### src/rtl/pattern_reader.sv
// pattern_reader: Avalon-MM burst read master that replays a frame region into a
// first-word-fall-through FIFO and presents it on a valid/ready stream.
//
// state | meaning
// ------+---------------------------------------------------------------
// IDLE  | no burst outstanding; request when enabled and a whole burst fits
// REQ   | master_read asserted, holding request until waitrequest drops
// DATA  | burst accepted, collecting BURST_COUNT beats into the FIFO
module pattern_reader #(
    parameter int ADDRESS_WIDTH = 32,
    parameter int DATA_WIDTH = 32,
    parameter int BYTE_ENABLE_WIDTH = 4,
    parameter int BURST_COUNT = 8,
    parameter int BURST_WIDTH = 4,
    parameter logic [ADDRESS_WIDTH-1:0] BASE_ADDRESS = 32'h38000000,
    parameter int FRAME_BURSTS = 65536,
    parameter int FIFO_DEPTH = 16
) (
    input  logic                         clk,
    input  logic                         reset,
    output logic [ADDRESS_WIDTH-1:0]     master_address,
    output logic                         master_read,
    output logic [BURST_WIDTH-1:0]       master_burstcount,
    output logic [BYTE_ENABLE_WIDTH-1:0] master_byteenable,
    input  logic [DATA_WIDTH-1:0]        master_readdata,
    input  logic                         master_readdatavalid,
    input  logic                         master_waitrequest,
    input  logic                         enable,
    output logic [DATA_WIDTH-1:0]        st_data,
    output logic                         st_valid,
    input  logic                         st_ready,
    output logic                         frame_done,
    output logic                         busy,
    output logic                         protocol_err
);

    localparam int BEAT_W = $clog2(BURST_COUNT);
    localparam int BCNT_W = (FRAME_BURSTS > 1) ? $clog2(FRAME_BURSTS) : 1;
    localparam int PTR_W  = $clog2(FIFO_DEPTH);
    localparam int CNT_W  = PTR_W + 1;

    localparam logic [BEAT_W-1:0]        LAST_BEAT   = BEAT_W'(BURST_COUNT - 1);
    localparam logic [BCNT_W-1:0]        LAST_BURST  = BCNT_W'(FRAME_BURSTS - 1);
    localparam logic [ADDRESS_WIDTH-1:0] BURST_BYTES = ADDRESS_WIDTH'(BURST_COUNT * BYTE_ENABLE_WIDTH);
    localparam logic [CNT_W-1:0]         DEPTH       = CNT_W'(FIFO_DEPTH);
    localparam logic [CNT_W-1:0]         CREDIT      = CNT_W'(BURST_COUNT);

    typedef enum logic [1:0] {
        IDLE,
        REQ,
        DATA
    } state_t;

    state_t state, state_next;

    logic [BEAT_W-1:0]     beat_cnt;
    logic [BCNT_W-1:0]     burst_cnt;
    logic [PTR_W-1:0]      wr_ptr;
    logic [PTR_W-1:0]      rd_ptr;
    logic [CNT_W-1:0]      fifo_count;
    logic [CNT_W-1:0]      fifo_free;
    logic [DATA_WIDTH-1:0] mem [FIFO_DEPTH];

    logic beat_in;
    logic last_beat;
    logic frame_end;
    logic stray_beat;
    logic push;
    logic pop;

    assign fifo_free = DEPTH - fifo_count;

    always_ff @(posedge clk or posedge reset) begin
        if (reset) begin
            state <= IDLE;
        end else begin
            state <= state_next;
        end
    end

    always_comb begin
        state_next  = state;
        beat_in     = 1'b0;
        last_beat   = 1'b0;
        frame_end   = 1'b0;
        stray_beat  = 1'b0;
        master_read = 1'b0;
        busy        = 1'b1;
        case (state)
            IDLE: begin
                busy       = 1'b0;
                stray_beat = master_readdatavalid;
                if (enable && (fifo_free >= CREDIT)) begin
                    state_next = REQ;
                end
            end
            REQ: begin
                master_read = 1'b1;
                stray_beat  = master_readdatavalid;
                if (!master_waitrequest) begin
                    state_next = DATA;
                end
            end
            DATA: begin
                beat_in   = master_readdatavalid;
                last_beat = beat_in && (beat_cnt == LAST_BEAT);
                frame_end = last_beat && (burst_cnt == LAST_BURST);
                if (last_beat) begin
                    state_next = IDLE;
                end
            end
            default: begin
                state_next = IDLE;
            end
        endcase
    end

    assign frame_done        = frame_end;
    assign master_burstcount = BURST_WIDTH'(BURST_COUNT);
    assign master_byteenable = '1;

    // Address and burst counter advance only once the final beat of a burst has landed.
    always_ff @(posedge clk or posedge reset) begin
        if (reset) begin
            master_address <= BASE_ADDRESS;
            beat_cnt       <= '0;
            burst_cnt      <= '0;
            protocol_err   <= 1'b0;
        end else begin
            if (stray_beat) begin
                protocol_err <= 1'b1;
            end
            if (beat_in) begin
                if (last_beat) begin
                    beat_cnt <= '0;
                    if (frame_end) begin
                        master_address <= BASE_ADDRESS;
                        burst_cnt      <= '0;
                    end else begin
                        master_address <= master_address + BURST_BYTES;
                        burst_cnt      <= burst_cnt + 1'b1;
                    end
                end else begin
                    beat_cnt <= beat_cnt + 1'b1;
                end
            end
        end
    end

    // Credit check in IDLE guarantees a push never lands on a full FIFO.
    assign push = beat_in;
    assign pop  = st_valid && st_ready;

    always_ff @(posedge clk) begin
        if (push) begin
            mem[wr_ptr] <= master_readdata;
        end
    end

    always_ff @(posedge clk or posedge reset) begin
        if (reset) begin
            wr_ptr     <= '0;
            rd_ptr     <= '0;
            fifo_count <= '0;
        end else begin
            if (push) begin
                wr_ptr <= wr_ptr + 1'b1;
            end
            if (pop) begin
                rd_ptr <= rd_ptr + 1'b1;
            end
            case ({push, pop})
                2'b10:   fifo_count <= fifo_count + 1'b1;
                2'b01:   fifo_count <= fifo_count - 1'b1;
                default: fifo_count <= fifo_count;
            endcase
        end
    end

    assign st_data  = mem[rd_ptr];
    assign st_valid = (fifo_count != '0);

endmodule

### config.mk
export PLATFORM = sky130hd
export DESIGN_NAME = pattern_reader
export DESIGN_NICKNAME = d
export VERILOG_FILES = /design/src/rtl/pattern_reader.sv
export SDC_FILE = /design/constraint.sdc
export NUM_CORES = 1
export LEC_CHECK = 0
export CAP_MARGIN = 20
export CORE_MARGIN = 3
export CORE_UTILIZATION = 40
export DETAILED_ROUTE_END_ITERATION = 8
export PLACE_DENSITY = 0.61
export SYNTH_ARGS = -nofsm -noshare
export SYNTH_HDL_FRONTEND = slang
export SYNTH_SLANG_ARGS = --single-unit
### constraint.sdc
create_clock -name clk -period 3.55 [get_ports clk]
set_input_delay 0.71 -clock clk [delete_from_list [all_inputs] [get_ports clk]]
set_output_delay 0.71 -clock clk [all_outputs]
set_load 0.1 [all_outputs]
After elaboration in Yosys (flattened, before gate mapping)
Memories as Yosys holds them, arrays and structs flattened.
Cells that the tools add are included.
{"block": "totals", "register_bits": 67, "n_memories": 1, "ramBits": 512, "in_bits": 38, "output_inout_bits": 77, "word_cells": 53}
{"block": "classes", "addsub": 8, "order_cmp": 1, "eq_ne": 9, "muxes": 16, "reduce_logical": 10}
{"memory": "mem", "depth": 16, "word_bits": 32, "read_ports": 1, "rd_clocked_by_memory_dff": 0, "write_ports": 1, "line": "62", "text": "logic [DATA_WIDTH-1:0] mem [FIFO_DEPTH];"}
{"operator": "adder 32 x 6 -> 32 bit (second input constant)", "count": 1}
{"operator": "2-to-1 mux 32 bit", "count": 1}
{"operator": "adder 16 x 1 -> 16 bit (second input constant)", "count": 1}
{"operator": "equality test 16 bit (second input constant)", "count": 1}
{"operator": "2-to-1 mux 16 bit", "count": 1}
{"operator": "one-hot mux 5 bit (2 select lines)", "count": 1}
{"operator": "adder 4 x 1 -> 4 bit (second input constant)", "count": 2}
{"operator": "2-to-1 mux 1 bit", "count": 8}
{"operator": "2-to-1 mux 2 bit", "count": 3}
{"operator": "!= test 2 bit (second input constant)", "count": 3}
{"operator": "one-hot mux 2 bit (3 select lines)", "count": 1}
{"operator": "adder 5 x 1 -> 5 bit (second input constant)", "count": 1}
{"operator": ">= comparator 5 x 4 -> 1 bit (second input constant)", "count": 1}
{"operator": "nonzero test 5 bit", "count": 1}
{"operator": "subtractor 5 x 1 -> 5 bit (second input constant)", "count": 1}
{"operator": "subtractor 5 bit (first input constant)", "count": 1}
{"operator": "equality test 2 x 1 -> 1 bit (second input constant)", "count": 2}
{"operator": "equality test 2 bit (second input constant)", "count": 2}
{"operator": "logical AND 1 bit", "count": 4}
{"operator": "adder 3 x 1 -> 3 bit (second input constant)", "count": 1}
{"operator": "equality test 3 bit (second input constant)", "count": 1}
{"operator": "2-to-1 mux 3 bit", "count": 1}
{"operator": "AND reduction 3 bit", "count": 1}
{"operator": "logical NOT 2 bit", "count": 1}
{"operator": "other kinds (3)", "count": 3}

Longest topological paths before layout
Gate-level depths: netlist of run 1.
{"block": "logic_depth", "depth_word": 5, "depth_mapped": 13, "ltp_nobuf": 10}

Worst setup path after synthesis of run 1
No wires, ideal clock.
{"block": "synth_timing", "path_kind": "input -> register", "from": "input master_readdatavalid", "to": "memory mem[3][0] (enable)", "cell_stages": 3, "setup_time_ns": 0.461, "arrival_ns": 3.517, "path_slack_ns": -0.428, "path_buffers": 0, "t_required_ns": 3.089, "path_cell_list": "nor3b_2 nand2_1 nor3_1"}
{"block": "synth_between", "elab_chain_len": 3}
{"element": "start: declaration", "line": "26", "text": "input logic master_readdatavalid,"}
{"element": "2-to-1 mux 1 bit", "line": "89", "text": "case (state)"}
{"element": "2-to-1 mux 1 bit", "line": "155", "text": "if (push) begin"}
{"element": "2-to-1 mux 1 bit (implied by the code)", "line": "156", "text": "mem[wr_ptr] <= master_readdata;"}
{"element": "end: declaration", "line": "62"}
No other way between the ends.

Worst setup path in the final report of run 1
{"block": "layout_timing", "from": "register rd_ptr[0]", "to": "output st_data[4]"}
{"block": "layout_between", "elab_chain_len": 1}
{"element": "start: declaration", "line": "59", "text": "logic [PTR_W-1:0] rd_ptr;"}
{"element": "start signal: assignment", "line": "170", "text": "rd_ptr <= rd_ptr + 1'b1;"}
{"element": "memory read (16 x 32 bit)"}
{"element": "end: declaration", "line": "29", "text": "output logic [DATA_WIDTH-1:0] st_data,"}
No other way between the ends.

==> results of run 1 <==
[layout make-up]
cell class	instances	area, µm²	area share [%]
multi-input cells	440	5455	19.94
clock buffers	70	1518	5.546
well taps	748	935.9	3.420
inverters	13	48.80	0.1783
flip-flops and latches	574	16940	61.91
clock inverters	36	350.3	1.280
repair buffers	167	2116	7.732
[layout by cell type, fill, tap and decap left out, types with 12 or more instances in the layout]
cell type        instances
nand2_1                 34
ha_1                    13
nor2_1                  16
conb_1                  13
nor2_4                  12
o21ai_0                 19
nand3_1                 17
buf_4                   54
clkbuf_16               59
dfrtp_1                 55
nand4_1                 14
edfxtp_1               512
clkdlybuf4s50_1         57
buf_12                  52
a21oi_1                 18
xnor2_1                 22
clkinv_1                12
mux4_2                 160
[worst register-to-register path, delay by kind of cell (launching register included)]
| family | cells | cell delay, ns |
|---|---|---|
| compound gates | 2 | 0.29 |
| simple gates | 3 | 0.63 |
| flops | 1 | 0.48 |
| fa+ha+maj | 3 | 0.78 |
| xor+xnor | 2 | 0.32 |
| buf+inv | 1 | 0.17 |
[metal layers]
| layer | GRT usage (%) | up-vias |
|---|---|---|
| met4 | 4.263 | 2 |
| met1 | 23.05 | 5910 |
| met5 | 0 | - |
| met2 | 28.46 | 283 |
| met3 | 3.015 | 65 |
| li1 | - | 4799 |
[worst paths after layout]
check	endpoint	slack, ns	cells past startpoint
worst max-delay path	st_data[4]	0.06	6
worst min-delay path	protocol_err	0.46	1
worst max register to register	fifo_count[4]	0.77	11
worst min register to register	protocol_err	0.46	1
max in group asynchronous	master_address[29]	2.26	3
min in group asynchronous	master_address[12]	0.49	2
[stage by stage]
stage          setup WS, ns   TNS [ns]  area, µm²
2_1_floorplan        0.4265          0      22710
3_3_place_gp         0.3715          0      25370
3_5_place_dp         0.3468          0      25370
4_1_cts           -0.001019  -0.001019      27360
5_1_grt            -0.01716   -0.03175      27360
6_report            0.05635          0      27360
[where the power goes]
part | internal [mW] | switching [mW] | total [mW]
logic | 3.95 | 5.32 | 9.28
clock network | 3.42 | 2.55 | 5.97
registers | 7.65 | 0.374 | 8.02
[cells by family (layout without fill, tap and decap cells)]
| group | count (synthesis) | after routing | synth area share, % |
|---|---|---|---|
| buf+inv | 79 | 286 | 1.955 |
| mux | 163 | 163 | 16.05 |
| flops | 574 | 574 | 74.74 |
| fa+ha+maj | 13 | 13 | 0.7181 |
| xor+xnor | 31 | 31 | 1.199 |
| simple gates | 162 | 162 | 3.828 |
| other cells | 2 | 13 | 0.03315 |
| compound gates | 58 | 58 | 1.475 |
[sequential cells by signal, indices dropped and copies added (netlist names)]
name and flops:
burst_cnt 16, wr_ptr 4, state 2, master_address 27, rd_ptr 4, beat_cnt 3, fifo_count 5, protocol_err 1
mem 512
[what timing repair did]
item / CTS / global route
endpoints found under the hold margin: 0 / 0
cloned: 2 / 0
gates resized for setup: 3 / 0
buffers inserted: 4 / 0
setup endpoints to repair: 29 / 2
==> results by group, run 1 <==
Timing
  – RSZ-0062 raised after global routing: yes
  – Number of setup violations in the final report: 0
  – Worst slew pin tran: 0.9840 ns
  – Hold Fails Final Rpt: 0
  – Final worst path period share: 98.41%
  – Worst Skew: 0.02685 ns
  – Maximum operating frequency: 286.2 MHz
  – Relative slew slack: 34.19%
  – Max-slew violation count: 0
  – Crit path time final: 3.494 ns
  – Final hold slack: 0.4629 ns

Drt
  – DRT Pass-1 Iters: 6
  – Final wirelength: 49,610 µm
  – Max layer used: met5
  – M1 wire length: 21,150 µm
  – Detail Route Antenna Nets: 0
  – DR iter-0 viols: 931
  – Vias: 11,060
  – Residual DRC: 0
  – Metal3 WL: 2550 µm
  – Drt wl/cell: 24.23 µm
  – Vias/cell: 5.400
  – Met2 wire length: 25,060 µm

Synth
  – Mapped Avg Cell Area: 20.94 µm²
  – Post-synth top area cell: edfxtp_1
  – Synth Cell Area: 0.02265 mm²
  – Count of cell types in the netlist: 47
  – Post-synth EDFFs: 512
  – Gate Count Post-Synth: 1,082
  – Seq cells post-synth: 574
  – Most used DFF post-synth: edfxtp_1
  – Commonest cells post-synth: 512 x edfxtp_1, 160 x mux4_2, 59 x dfrtp_1
  – Ys async rst share: 10.80%
  – Most frequent cell after synthesis: edfxtp_1
  – Top cells by area, synth: edfxtp_1 68%, mux4_2 16%, dfrtp_1 6.5%
  – Ys Warns: 0
  – Seq/Total Area, Yosys: 74.74%
  – Synth top area share: 67.87%

Clock tree
  – TritonCTS clock tree: built
  – Post-CTS Hold Fix Bufs: 0
  – H-tree level count: 2
  – Worst-path clk slew: 0.06 ns
  – Clk root buf: clkbuf_16
  – Num Clock Sinks: 574
  – Clock Latency Late Sink: 0.63 ns
  – CTS Buf Count: 58
  – Longest Clk Path Bufs: 3

Setup path
  – Worst path most repeated cell: buf_12
  – Worst setup path category: reg -> out
  – Worst path slowest cell: mux4_2
  – Crit-path max FO: 11
  – Worst setup SP type: register
  – Largest delay share family, worst path: multiplexers
  – Largest stage delay, worst path: 0.53 ns
  – Worst endpoint required time: 2.84 ns
  – Critical Path Start: rd_ptr[0]
  – Crit path DAT: 2.78 ns
  – Reg-to-Reg Start: fifo_count[2]
  – WP buf/inv: 4
  – Cell Chain, Critical Path: buf_12 > buf_12 > buf_4 > mux4_2 > mux4_2 > buf_12
  – Worst setup EP type: output pin

Run status
  – Status: finished, final reports clean

Placed design
  – GPL Wtd Cong: 0.7644
  – Post-DP HPWL: 27,700 µm
  – Placed cell count: 1,936
  – Port Buffers: 101

Floorplanning
  – Die Span Y: 244.0 µm
  – # rows: 86
  – Initial Util: 40.80%
  – I/O pin count: 115
  – Die width: 244.0 µm
  – Die area: 0.05952 mm²
  – Core Area: 0.05552 mm²

Layout
  – Final Non-Filler Cells: 2,048
  – Antenna cell count: 0
  – Area Overhead vs Synth: 20.80%
  – Share of layout cells above drive strength 1: 29.54%
  – Final Util: 49.28%
  – Fillers: 4,520
  – Nets@finish: 1,305

Power and ir drop
  – Max VDD drop: 0.8733 mV
  – Lkg Pwr: 8.997 nW
  – P per Cell Area: 850.2 mW/mm²
  – Total Power: 23.27 mW

Run
  – Max Cap Viol: 0

Global route
  – GRT overflow: 0
  – First-pass GRT wire length: 75,060 µm
  – Largest net degree at the start of global routing: 30
  – Total GRT Usage: 16.92%
  – Vias in the first global route: 11,590
  – Initial antenna violation count: 1

Worst hold path
  – Hold Startpoint: protocol_err
  – HP Class: reg -> reg
Power figures use the tool's default switching activity.
==> run 2, diff against run 1 <==
--- a/config.mk
+++ b/config.mk
@@ -7,9 +7,9 @@
 export LEC_CHECK = 0
 export CAP_MARGIN = 20
 export CORE_MARGIN = 3
-export CORE_UTILIZATION = 40
+export CORE_UTILIZATION = 54
 export DETAILED_ROUTE_END_ITERATION = 8
-export PLACE_DENSITY = 0.61
+export PLACE_DENSITY = 0.78
 export SYNTH_ARGS = -nofsm -noshare
 export SYNTH_HDL_FRONTEND = slang
 export SYNTH_SLANG_ARGS = --single-unit
==> run 2 against run 1 <==
- combinational power is 1% lower
- die area is 25% lower
- register-to-register slack better by 0.02 ns
- sequential power hardly changed
- fmax is 0.35% higher
- largest power group unchanged
- highest routed layer unchanged
==> results by group, run 2 (same netlist as run 1, synthesis figures left out) <==
Layout
  – Final Instance Area: 0.02684 mm² (-1.9%)
  – Final Util: 65.29% (+16 points)
  – Sequential standard cell area: 0.01694 mm² (unchanged)
  – Fillers: 2,616 (-42%)
  – Largest register FFs: 512 (unchanged)
  – Commonest non-fill, non-tap cells in the layout: 512 x edfxtp_1, 160 x mux4_2, 60 x clkdlybuf4s50_1
  – Area of the multi-input gates: 0.005455 mm² (unchanged)
  – Nets@finish: 1,290 (-1.1%)
  – Share of layout cells above drive strength 1: 28.48% (-1.1 points)
  – Largest registers: mem x512, master_address x27, burst_cnt x16
  – Largest register by flop count: mem
  – Area Overhead vs Synth: 18.50%
  – Commonest non-fill, non-tap cell in the layout: edfxtp_1

Clock tree
  – H-tree level count: 2 (unchanged)
  – Clock Latency Late Sink: 0.60 ns (-0.03 ns)
  – Cts repair resizes: 0 (-3)
  – Worst-path clk slew: 0.06 ns (about the same)
  – Longest Clk Path Bufs: 3 (unchanged)
  – CTS Buf Count: 54 (-6.9%)
  – TritonCTS clock tree: built
  – Num Clock Sinks: 574 (unchanged)
  – Clk root buf: clkbuf_16
  – Post-CTS Setup Bufs: 7 (+3)
  – Post-CTS Hold Fix Bufs: 0 (unchanged)

Floorplanning
  – Initial Util: 55.10% (+14 points)
  – Die Span Y: 210.8 µm (-14%)
  – Die area: 0.04444 mm² (-25%)
  – I/O pin count: 115 (unchanged)
  – Core Area: 0.04111 mm² (-26%)
  – Die width: 210.8 µm (-14%)
  – # rows: 74 (-14%)

Drt
  – Vias: 11,390 (+3.0%)
  – Detail Route Antenna Nets: 0 (unchanged)
  – DRT Pass-1 Iters: 5 (-1)
  – Final wirelength: 49,720 µm (+0.21%)
  – Vias/cell: 6.264 (+16%)
  – Drt wl/cell: 27.35 µm (+13%)
  – DR iter-0 viols: 1,248 (+34%)
  – Residual DRC: 0 (unchanged)

Timing
  – Total Neg Setup Slack: 0 ns (unchanged)
  – Crit path time final: 3.482 ns (-0.01210 ns)
  – Worst Skew: 0.01639 ns (-0.01047 ns)
  – Final worst path period share: 98.07% (-0.34 points)
  – Max-slew violation count: 0 (unchanged)
  – Number of setup violations in the final report: 0 (unchanged)
  – Relative slew slack: 34.15% (-0.040 points)
  – RSZ-0062 raised after global routing: no
  – Worst slew pin tran: 0.9846 ns (+0.0005993 ns)
  – Hold Fails Final Rpt: 0 (unchanged)
  – Maximum operating frequency: 287.2 MHz (+0.35%)

Power and ir drop
  – Lkg Pwr: 8.836 nW (-1.8%)
  – Net Sw Frac: 35.63% (+0.20 points)
  – Part of the power in registers: 35.0% (+0.5 points)
  – P per Cell Area: 850.4 mW/mm² (about the same)
  – Pint: 14.69 mW (-2.2%)
  – Clock share of power: 24.8% (-0.8 points)
  – Max VDD drop: 0.6833 mV (-22%)
  – P_sw: 8.134 mW (-1.3%)
  – Gate power share: 40.1% (+0.2 points)

Global route
  – Initial antenna violation count: 1 (unchanged)
  – Vias in the first global route: 12,070 (+4.2%)
  – Largest net degree at the start of global routing: 35 (+17%)
  – First-pass GRT wire length: 76,020 µm (+1.3%)
  – Total GRT Usage: 23.18% (+6.3 points)
  – GRT overflow: 0 (unchanged)

Worst hold path
  – HP Class: in -> async

Placed design
  – Post-DP HPWL: 26,110 µm (-5.7%)
  – GPL Wtd Cong: 0.7808 (+2.1%)
  – Placed cell area: 0.02502 mm² (-1.4%)
  – Port Buffers: 101 (unchanged)

Setup path
  – R2R cell count: 11 (unchanged)
  – Worst setup EP type: output pin
  – Worst endpoint required time: 2.84 ns (about the same)
  – Crit path DAT: 2.77 ns (about the same)
  – Worst setup SP type: register
  – Worst setup path category: reg -> out
  – Crit-path max FO: 21 (+10)

Run
  – Max Cap Viol: 0 (unchanged)

Run status
  – Status: finished, final reports clean
-- run 2: changes by cell type in the layout (fill, tap and decap cells not counted), sizes merged --
cell	before	now
buf	109	96
clkbuf	70	64
clkdlybuf4s50	57	60
clkinvlp	2	4
bufbuf	1	0
diode	0	1
-- run 2: power groups by stage --
stage	Clock (mW)	Sequential [mW]	Combinational (mW)
2_1_floorplan	0	7.93	6.45
3_3_place_gp	0	8.20	8.88
3_5_place_dp	0	8.22	8.96
4_1_cts	5.76	7.98	9.27
6_report	5.67	7.99	9.16
5_1_grt	6.01	8.02	9.53
-- run 2: path summary, 6_finish.rpt --
check / from / endpoint / slack (ns)
max in group asynchronous: reset / master_address[27] / 2.38
min in group clk: protocol_err / protocol_err / 0.47
min reg2reg: protocol_err / protocol_err / 0.47
max reg2reg: fifo_count[2] / fifo_count[4] / 0.79
max: rd_ptr[1] / st_data[1] / 0.07
min: reset / state[1] / 0.43
-- run 2: cell type report --
cell class,instances,share of cell area (%)
clock inverter,38,1.240
antenna,1,0.009323
clock buffer,64,5.249
inverter,13,0.1818
multi-input combinational,440,20.32
timing repair buffer,156,7.407
sequential,574,63.11
tap,532,2.480
-- run 2: per-layer routing --
| layer | global-route usage (%) | wire length [µm] |
|---|---|---|
| met1 | 31.76 | 18970 |
| met3 | 4.753 | 3865 |
| met5 | 0 | 17 |
| met2 | 37.79 | 25310 |
| met4 | 8.430 | 1557 |
-- run 2: metrics by stage --
step                setup WS (ns)  hold slack [ns]  total power, mW  std cells
CTS                       0.02945           0.4067            23.02       1817
detailed placement         0.4737           0.4461            17.19       1708
global placement           0.5245           0.4524            17.08       1708
finish                    0.06844           0.4266            22.83       1818
global route             0.005105           0.4472            23.56       1817
floorplan                  0.4265           0.4316            14.38       1093
-- run 2: worst max-delay path, cell delays in order, from the launching register on --
cell and delay [ns]:
dfrtp_4 0.70, buf_4 0.35, mux4_2 0.37, mux4_2 0.55, buf_12 0.20
